<file path="src/rtl/muldiv_pkg.sv">
// Shared types and constants for the HI/LO multiply/divide controller.
// MULDIV_ACC_EN adds the ACC state used by the multiply-accumulate ops.
package muldiv_pkg;

  localparam int unsigned XLEN        = 32;
  localparam int unsigned DLEN        = 64;
  localparam int unsigned OP_W        = 5;
  localparam int unsigned CNT_W       = 3;
  localparam int unsigned MUL_LAT_DEF = 2;

  typedef logic [OP_W-1:0] op_t;

  // ALU op codes; anything not listed here is ignored by the controller
  localparam op_t OP_NOP   = 5'h00;
  localparam op_t OP_MULT  = 5'h10;
  localparam op_t OP_MULTU = 5'h11;
  localparam op_t OP_DIV   = 5'h12;
  localparam op_t OP_DIVU  = 5'h13;
  localparam op_t OP_MTHI  = 5'h14;
  localparam op_t OP_MTLO  = 5'h15;
  localparam op_t OP_MADD  = 5'h16;
  localparam op_t OP_MADDU = 5'h17;
  localparam op_t OP_MSUB  = 5'h18;
  localparam op_t OP_MSUBU = 5'h19;

  typedef enum logic [2:0] {
    ST_IDLE = 3'd0,
    ST_MUL  = 3'd1,
    ST_DIV  = 3'd2,
    ST_DONE = 3'd3
`ifdef MULDIV_ACC_EN
    , ST_ACC = 3'd4
`endif
  } state_e;

  typedef struct packed {
    logic [XLEN-1:0] rem;
    logic [XLEN-1:0] quo;
  } div_result_t;

  function automatic logic mul_is_signed(input op_t op);
    return (op == OP_MULT) || (op == OP_MADD) || (op == OP_MSUB);
  endfunction

endpackage

</file>
<file path="src/rtl/muldiv_ctrl_if.sv">
// Handshake bundle between the HI/LO controller and the external divider.
interface muldiv_ctrl_if;
  import muldiv_pkg::*;

  logic            div_start_o;
  logic            div_signed_o;
  logic            div_annul_o;
  logic [XLEN-1:0] div_a_o;
  logic [XLEN-1:0] div_b_o;
  div_result_t     div_result_i;
  logic            div_ready_i;

  modport master (
    output div_start_o, div_signed_o, div_annul_o, div_a_o, div_b_o,
    input  div_result_i, div_ready_i
  );

  modport slave (
    input  div_start_o, div_signed_o, div_annul_o, div_a_o, div_b_o,
    output div_result_i, div_ready_i
  );
endinterface

</file>
<file path="src/rtl/muldiv_ctrl_mul.sv">
// Pipelined 33x33 signed multiplier; bit 32 of each operand selects signed or unsigned.
// The operand latch is the first stage, so the product is valid MUL_LAT edges after load.
module muldiv_mul
  import muldiv_pkg::*;
#(
  parameter int unsigned MUL_LAT = MUL_LAT_DEF
) (
  input  logic            clk,
  input  logic            rst,
  input  logic            load,
  input  logic            sgn,
  input  logic [XLEN-1:0] a,
  input  logic [XLEN-1:0] b,
  output logic [DLEN-1:0] prod
);

  logic signed [XLEN:0] a_q;
  logic signed [XLEN:0] b_q;
  logic signed [DLEN-1:0] full;

  always_ff @(posedge clk) begin
    if (!rst) begin
      a_q <= '0;
      b_q <= '0;
    end else if (load) begin
      a_q <= {sgn & a[XLEN-1], a};
      b_q <= {sgn & b[XLEN-1], b};
    end
  end

  // only the low 64 bits of the 66-bit product are architecturally visible
  assign full = DLEN'(a_q) * DLEN'(b_q);

  if (MUL_LAT <= 1) begin : g_comb
    assign prod = full;
  end else begin : g_pipe
    for (genvar s = 0; s < MUL_LAT - 1; s++) begin : g_stage
      logic [DLEN-1:0] q;
      if (s == 0) begin : g_head
        always_ff @(posedge clk) begin
          if (!rst) q <= '0;
          else      q <= full;
        end
      end else begin : g_tail
        always_ff @(posedge clk) begin
          if (!rst) q <= '0;
          else      q <= g_stage[s-1].q;
        end
      end
    end
    assign prod = g_stage[MUL_LAT-2].q;
  end

endmodule

</file>
<file path="src/rtl/muldiv_ctrl.sv">
// HI/LO controller: sequences multiplies, external divides and MTHI/MTLO, stalling F/D/E.
// Define MULDIV_ACC_EN to add MADD/MADDU/MSUB/MSUBU with one extra ACC cycle.
module muldiv_ctrl
  import muldiv_pkg::*;
#(
  parameter int unsigned MUL_LAT = MUL_LAT_DEF
) (
  input  logic            clk,
  input  logic            rst,
  input  logic            e_valid,
  input  op_t             e_op,
  input  logic [XLEN-1:0] a,
  input  logic [XLEN-1:0] b,
  input  logic            flush,
  output logic            stall_o,
  output logic [XLEN-1:0] hi_o,
  output logic [XLEN-1:0] lo_o,
  muldiv_ctrl_if.master   dv
);

  state_e            state_q, state_d;
  logic [CNT_W-1:0]  cnt_q, cnt_d;
  logic              mul_load, div_load;
  logic              div_start, div_annul;
  logic              hi_we, lo_we;
  logic [XLEN-1:0]   hi_d, lo_d;
  logic [DLEN-1:0]   prod;
  logic              div_sgn_q;
  logic [XLEN-1:0]   div_a_q, div_b_q;

`ifdef MULDIV_ACC_EN
  logic              acc_q, sub_q, acc_set, sub_set;
  logic [DLEN-1:0]   acc_sum;

  assign acc_sum = sub_q ? ({hi_o, lo_o} - prod) : ({hi_o, lo_o} + prod);

  always_ff @(posedge clk) begin
    if (!rst) begin
      acc_q <= 1'b0;
      sub_q <= 1'b0;
    end else if (mul_load) begin
      acc_q <= acc_set;
      sub_q <= sub_set;
    end
  end
`endif

  muldiv_mul #(.MUL_LAT(MUL_LAT)) u_mul (
    .clk  (clk),
    .rst  (rst),
    .load (mul_load),
    .sgn  (mul_is_signed(e_op)),
    .a    (a),
    .b    (b),
    .prod (prod)
  );

  always_ff @(posedge clk) begin
    if (!rst) begin
      state_q <= ST_IDLE;
      cnt_q   <= '0;
    end else begin
      state_q <= state_d;
      cnt_q   <= cnt_d;
    end
  end

  // next state, stall and HI/LO write selection; flush overrides everything
  always_comb begin
    state_d   = state_q;
    cnt_d     = cnt_q;
    stall_o   = 1'b0;
    mul_load  = 1'b0;
    div_load  = 1'b0;
    div_start = 1'b0;
    div_annul = 1'b0;
    hi_we     = 1'b0;
    lo_we     = 1'b0;
    hi_d      = hi_o;
    lo_d      = lo_o;
`ifdef MULDIV_ACC_EN
    acc_set   = 1'b0;
    sub_set   = 1'b0;
`endif
    case (state_q)
      ST_IDLE: begin
        if (e_valid && !flush) begin
          case (e_op)
            OP_MULT, OP_MULTU: begin
              mul_load = 1'b1;
              stall_o  = 1'b1;
              cnt_d    = '0;
              state_d  = ST_MUL;
            end
`ifdef MULDIV_ACC_EN
            OP_MADD, OP_MADDU, OP_MSUB, OP_MSUBU: begin
              mul_load = 1'b1;
              acc_set  = 1'b1;
              sub_set  = (e_op == OP_MSUB) || (e_op == OP_MSUBU);
              stall_o  = 1'b1;
              cnt_d    = '0;
              state_d  = ST_MUL;
            end
`endif
            OP_DIV, OP_DIVU: begin
              div_load = 1'b1;
              stall_o  = 1'b1;
              state_d  = ST_DIV;
            end
            OP_MTHI: begin
              hi_we = 1'b1;
              hi_d  = a;
            end
            OP_MTLO: begin
              lo_we = 1'b1;
              lo_d  = a;
            end
            default: ;
          endcase
        end
      end
      ST_MUL: begin
        if (flush) begin
          cnt_d   = '0;
          state_d = ST_IDLE;
        end else begin
          stall_o = 1'b1;
          if (cnt_q == CNT_W'(MUL_LAT - 1)) begin
            cnt_d = '0;
`ifdef MULDIV_ACC_EN
            if (acc_q) begin
              state_d = ST_ACC;
            end else begin
              hi_we   = 1'b1;
              lo_we   = 1'b1;
              hi_d    = prod[DLEN-1:XLEN];
              lo_d    = prod[XLEN-1:0];
              state_d = ST_DONE;
            end
`else
            hi_we   = 1'b1;
            lo_we   = 1'b1;
            hi_d    = prod[DLEN-1:XLEN];
            lo_d    = prod[XLEN-1:0];
            state_d = ST_DONE;
`endif
          end else begin
            cnt_d = cnt_q + CNT_W'(1);
          end
        end
      end
      ST_DIV: begin
        if (flush) begin
          div_annul = 1'b1;
          state_d   = ST_IDLE;
        end else begin
          stall_o   = 1'b1;
          div_start = 1'b1;
          if (dv.div_ready_i) begin
            hi_we   = 1'b1;
            lo_we   = 1'b1;
            hi_d    = dv.div_result_i.rem;
            lo_d    = dv.div_result_i.quo;
            state_d = ST_DONE;
          end
        end
      end
`ifdef MULDIV_ACC_EN
      ST_ACC: begin
        if (flush) begin
          state_d = ST_IDLE;
        end else begin
          stall_o = 1'b1;
          hi_we   = 1'b1;
          lo_we   = 1'b1;
          hi_d    = acc_sum[DLEN-1:XLEN];
          lo_d    = acc_sum[XLEN-1:0];
          state_d = ST_DONE;
        end
      end
`endif
      ST_DONE: state_d = ST_IDLE;
      default: state_d = ST_IDLE;
    endcase
  end

  always_ff @(posedge clk) begin
    if (!rst) begin
      hi_o <= '0;
      lo_o <= '0;
    end else begin
      if (hi_we) hi_o <= hi_d;
      if (lo_we) lo_o <= lo_d;
    end
  end

  // divider operands stay frozen for the whole DIV state
  always_ff @(posedge clk) begin
    if (!rst) begin
      div_a_q   <= '0;
      div_b_q   <= '0;
      div_sgn_q <= 1'b0;
    end else if (div_load) begin
      div_a_q   <= a;
      div_b_q   <= b;
      div_sgn_q <= (e_op == OP_DIV);
    end
  end

  assign dv.div_start_o  = div_start;
  assign dv.div_annul_o  = div_annul & rst;
  assign dv.div_signed_o = div_sgn_q;
  assign dv.div_a_o      = div_a_q;
  assign dv.div_b_o      = div_b_q;

endmodule

</file>
<file path="src/flat_wrapper.sv">
// flat-port wrapper written by rule: the top's interface ports become plain ports
module muldiv_ctrl_flat import muldiv_pkg::*;
#(
  parameter int unsigned MUL_LAT = MUL_LAT_DEF
)
  (clk, rst, e_valid, e_op, a, b, flush, stall_o, hi_o, lo_o, dv_div_start_o, dv_div_signed_o, dv_div_annul_o, dv_div_a_o, dv_div_b_o, dv_div_result_i, dv_div_ready_i);
  muldiv_ctrl_if dv_i ();
  input  logic clk;
  input  logic rst;
  input  logic e_valid;
  input  op_t e_op;
  input  logic [XLEN-1:0] a;
  input  logic [XLEN-1:0] b;
  input  logic flush;
  output logic stall_o;
  output logic [XLEN-1:0] hi_o;
  output logic [XLEN-1:0] lo_o;
  output wire logic [$bits(dv_i.div_start_o)-1:0] dv_div_start_o;
  output wire logic [$bits(dv_i.div_signed_o)-1:0] dv_div_signed_o;
  output wire logic [$bits(dv_i.div_annul_o)-1:0] dv_div_annul_o;
  output wire logic [$bits(dv_i.div_a_o)-1:0] dv_div_a_o;
  output wire logic [$bits(dv_i.div_b_o)-1:0] dv_div_b_o;
  input wire logic [$bits(dv_i.div_result_i)-1:0] dv_div_result_i;
  input wire logic [$bits(dv_i.div_ready_i)-1:0] dv_div_ready_i;
  assign dv_div_start_o = dv_i.div_start_o;
  assign dv_div_signed_o = dv_i.div_signed_o;
  assign dv_div_annul_o = dv_i.div_annul_o;
  assign dv_div_a_o = dv_i.div_a_o;
  assign dv_div_b_o = dv_i.div_b_o;
  assign dv_i.div_result_i = dv_div_result_i;
  assign dv_i.div_ready_i = dv_div_ready_i;
  muldiv_ctrl #(.MUL_LAT(MUL_LAT)) u_core (.clk(clk), .rst(rst), .e_valid(e_valid), .e_op(e_op), .a(a), .b(b), .flush(flush), .stall_o(stall_o), .hi_o(hi_o), .lo_o(lo_o), .dv(dv_i));
endmodule
</file>
<file path="config.mk">
export PLATFORM = sky130hd
export DESIGN_NAME = muldiv_ctrl_flat
export DESIGN_NICKNAME = d
export VERILOG_FILES = /design/src/rtl/muldiv_pkg.sv /design/src/rtl/muldiv_ctrl_if.sv /design/src/rtl/muldiv_ctrl_mul.sv /design/src/rtl/muldiv_ctrl.sv /design/src/flat_wrapper.sv
export SDC_FILE = /design/constraint.sdc
export NUM_CORES = 2
export LEC_CHECK = 0
export CORE_MARGIN = 2
export CORE_UTILIZATION = 55
export DETAILED_ROUTE_END_ITERATION = 16
export DONT_BUFFER_PORTS = 1
export GPL_TIMING_DRIVEN = 1
export PLACE_DENSITY = 0.77
export SETUP_SLACK_MARGIN = 0.2
export SLEW_MARGIN = 20
export SYNTH_ARGS = -nofsm -noshare
export SYNTH_HDL_FRONTEND = slang
export SYNTH_SLANG_ARGS = --single-unit
</file>
<file path="constraint.sdc">
create_clock -name clk -period 11.7 [get_ports clk]
set_input_delay 2.925 -clock clk [delete_from_list [all_inputs] [get_ports clk]]
set_output_delay 2.925 -clock clk [all_outputs]
set_load 0.05 [all_outputs]
</file>
==> impl_metrics.py <==
metrics = {
    "synthesis": {
        "synth.area.mux_share": 0.001253,
        "syn_avg_cell_area_um2": 9.014,
        "synthTopCellsByArea": "fa_1 47%, dfxtp_1 11%, inv_1 8.5%, and2_1 7.3%, nand2_1 6.5%",
        "synth_top_family_by_area": "adder cells",
        "ys_ff_latch": 264,
        "syn_inst": 5319,
        "synth-compound-area-share": 0.07202,
        "synth_adder_area_share": 0.5261,
        "yosys.area.top_type": "fa_1",
        "ys_seq_area_frac": 0.1102,
        "synth_edf_count": 0,
        "synth-simple-area-share": 0.1670,
        "synth_cell_types": 68,
        "yosysWarnings": 0,
        "synthesis.nets": 6798,
        "synth_ff_type": "dfxtp_1",
        "synth.top_cell.area_share": 0.4697,
        "netlist_area_um2": 47950,
        "synthXorXnorAreaFrac": 0.01279,
        "ys_async_sr_fraction": 0,
    },
    "clock_tree": {
        "clock-root-buffer": "clkbuf_16",
        "clockBufferDepth": 3,
        "cts_buffers": 26,
        "cts_resized": 0,
        "post_cts_buffers": 0,
        "cts_tree": "done",
        "htree_levels": 1,
        "cts_hold_buffers": 0,
        "clock_latency_ns": 0.57,
        "cts.sinks": 264,
        "cts.clk_slew.worst_paths_ns": 0.07,
    },
    "placed_design": {
        "dp_hpwl_um": 104600,
        "gp_congestion": 0.9663,
        "numPortBuffers": 0,
        "dp_slack_ns": 2.724,
        "place_area_um2": 48750,
    },
    "final_layout": {
        "post-route-cell-area_um2": 49640,
        "mostFrequentLayoutCells": "1,124 x fa_1, 1,087 x inv_1, 831 x nand2_1",
        "mostFrequentLayoutCell": "fa_1",
        "fillers": 7441,
        "area_growth_pct": 3.531,
        "finalNetCount": 6575,
        "drive_gt1_frac": 0.02992,
        "final_util": 0.5731,
    },
    "timing": {
        "period_needed_ns": 8.834,
        "clock_skew_ns": 0.01428,
        "max_freq_ghz": 0.1132,
        "tns_ns": 0,
        "setup_viol": 0,
        "drv_slew": 0,
        "min_period_over_period": 0.7550,
        "worstMarginPinSlew_ns": 1.059,
        "rsz0062_at_grt": "no",
        "timing.final.ws_setup_ns": 2.866,
        "final-hold-violation-count": 0,
        "slew_headroom": 0.2940,
    },
    "floorplan": {
        "dieWidth_um": 299.3,
        "die_area_um2": 89550,
        "io_pins": 270,
        "initial_utilization": 0.5535,
        "core_area_um2": 86620,
        "placementRows": 108,
        "die_h_um": 299.3,
    },
    "setup_path": {
        "reg2reg_from": "u_core.u_mul.a_q[32]",
        "r2r-end": "u_core.u_mul.prod[59]",
        "start_kind": "flip-flop",
        "path_class": "flip-flop to flip-flop",
        "worstPathMaxFanout": 33,
        "cp.required_ns": 12.12,
        "rrSetupSlack_ns": 2.87,
        "ff2ff_path_depth": 24,
        "arrival_ns": 9.25,
        "critPathCaptureType": "flip-flop",
    },
    "pwr": {
        "powerDensity_nw_per_um2": 48.88,
        "power_leakage_nw": 24.44,
        "ir_drop_mv": 0.1032,
        "p_total_w": 0.002426,
    },
    "detailed_routing": {
        "wl_per_cell_um": 21.10,
        "wl_um": 132300,
        "vias": 35880,
        "drc": 0,
        "first_iter_violations": 3132,
        "firstDrtPassIters": 6,
        "vias_per_cell": 5.722,
        "antenna_left": 0,
    },
    "hold_path": {
        "hold_depth": 2,
        "hp-start": "u_core.u_mul.a_q[7]",
        "min_to": "u_core.u_mul.a_q[7]",
        "hold_path.class": "flip-flop to flip-flop",
    },
    "grt": {
        "grt_pass1_wl_um": 214400,
        "antenna_found_initial": 2,
        "overflow": 0,
        "track_usage": 0.3064,
        "grt_pass1_vias": 39300,
        "grt_start_max_net_pins": 183,
    },
    "status": {
        "status": "finished, final reports clean",
    },
    "job": {
        "maxCapViolCount": 0,
    },
}
## synth_stat cells, types with 5 or more instances
| cell | n |
|---|---|
| a21oi_1 | 264 |
| a211oi_1 | 71 |
| and2_1 | 557 |
| o21bai_1 | 7 |
| xor2_1 | 28 |
| o21ai_0 | 31 |
| a22oi_1 | 65 |
| fa_1 | 1125 |
| clkbuf_1 | 306 |
| mux2i_1 | 6 |
| ha_1 | 216 |
| and3_1 | 13 |
| dfxtp_1 | 264 |
| nor3_1 | 13 |
| buf_1 | 6 |
| nand3_1 | 11 |
| a21o_1 | 35 |
| nand2_1 | 831 |
| o21a_1 | 7 |
| o221ai_1 | 5 |
| nand2b_1 | 18 |
| a31oi_1 | 11 |
| o21ai_1 | 7 |
| nor2_1 | 173 |
| buf_2 | 8 |
| nor2b_1 | 27 |
| inv_1 | 1087 |
| xnor2_1 | 42 |
| nand4_1 | 18 |
## per-stage QoR
stage	std cells	hold slack (ns)
global placement	6223	0.4426
floorplan	5319	0.4647
CTS	6269	0.4569
detailed placement	6223	0.4473
global route	6270	0.4820
finish	6270	0.4549
## registers in the layout, summed over array words and instances (netlist names)
name,cells
u_core.u_mul.prod,64
u_core.u_mul.a_q,33
u_core.u_mul.b_q,33
u_core.dv.div_a_o,32
u_core.dv.div_b_o,32
u_core.hi_o,32
u_core.lo_o,32
u_core.cnt_q,3
u_core.state_q,2
u_core.dv.div_signed_o,1
## where the power goes
group	internal [W]	switching, W
Combinational	0.0000842	0.000278
Sequential	0.000950	0.000212
Clock	0.000500	0.000403
## cell families after synthesis
group,after synthesis
AND/OR/NAND/NOR,1681
flip-flops,264
XOR/XNOR,70
multiplexers,6
buffers and inverters,1410
AO/OA/AOI/OAI,547
adder cells (fa/ha/maj),1341
## area by class of cell
type                    count  area (um2)  share of cell area
diodes                      1       2.502          0.00005041
well taps                1155        1445             0.02911
multi-input cells        3645       37390              0.7532
inverters                1088        4091             0.08242
repair buffers             71       533.0             0.01074
flip-flops and latches    264        5294              0.1066
clock inverters            12       131.4            0.002647
clock buffers              34       752.0             0.01515
## routing by layer
metal,vias to the layer above,global-route usage,part of all wire
li1,15270,-,-
met1,18480,0.3813,0.37
met2,1639,0.5285,0.50
met3,494,0.04008,0.070
met4,2,0.1505,0.061
met5,-,0,0.000076
## worst max-delay path, stage by stage, from the launching register on
cell and delay (ns):
dfxtp_2 0.88, nand2_1 0.21, inv_1 0.18, fa_1 0.48, fa_1 0.56, fa_2 0.76
inv_1 0.19, fa_1 0.92, inv_1 0.35, fa_1 0.54, fa_1 0.50, fa_1 0.50
inv_1 0.05, fa_1 0.47, inv_1 0.04, ha_1 0.44, nand2_1 0.08, nor2_1 0.16
a211oi_1 0.10, or4b_1 0.52, a211oi_1 0.23, nor3_1 0.14, o21ai_1 0.16, xnor2_1 0.13
nor2_1 0.05
## worst max-delay path by stage
stage | from | cells after the start | endpoint | slack [ns]
2_1_floorplan | u_core.u_mul.a_q[32] | 26 | u_core.u_mul.prod[59] | 3.86
3_3_place_gp | u_core.u_mul.a_q[32] | 24 | u_core.u_mul.prod[59] | 2.38
3_5_place_dp | u_core.u_mul.a_q[32] | 24 | u_core.u_mul.prod[59] | 2.72
4_1_cts | u_core.u_mul.a_q[32] | 24 | u_core.u_mul.prod[59] | 2.67
5_1_grt | u_core.u_mul.a_q[32] | 24 | u_core.u_mul.prod[60] | 2.25
6_report | u_core.u_mul.a_q[32] | 24 | u_core.u_mul.prod[59] | 2.87
(Power assumes the default switching activity.)
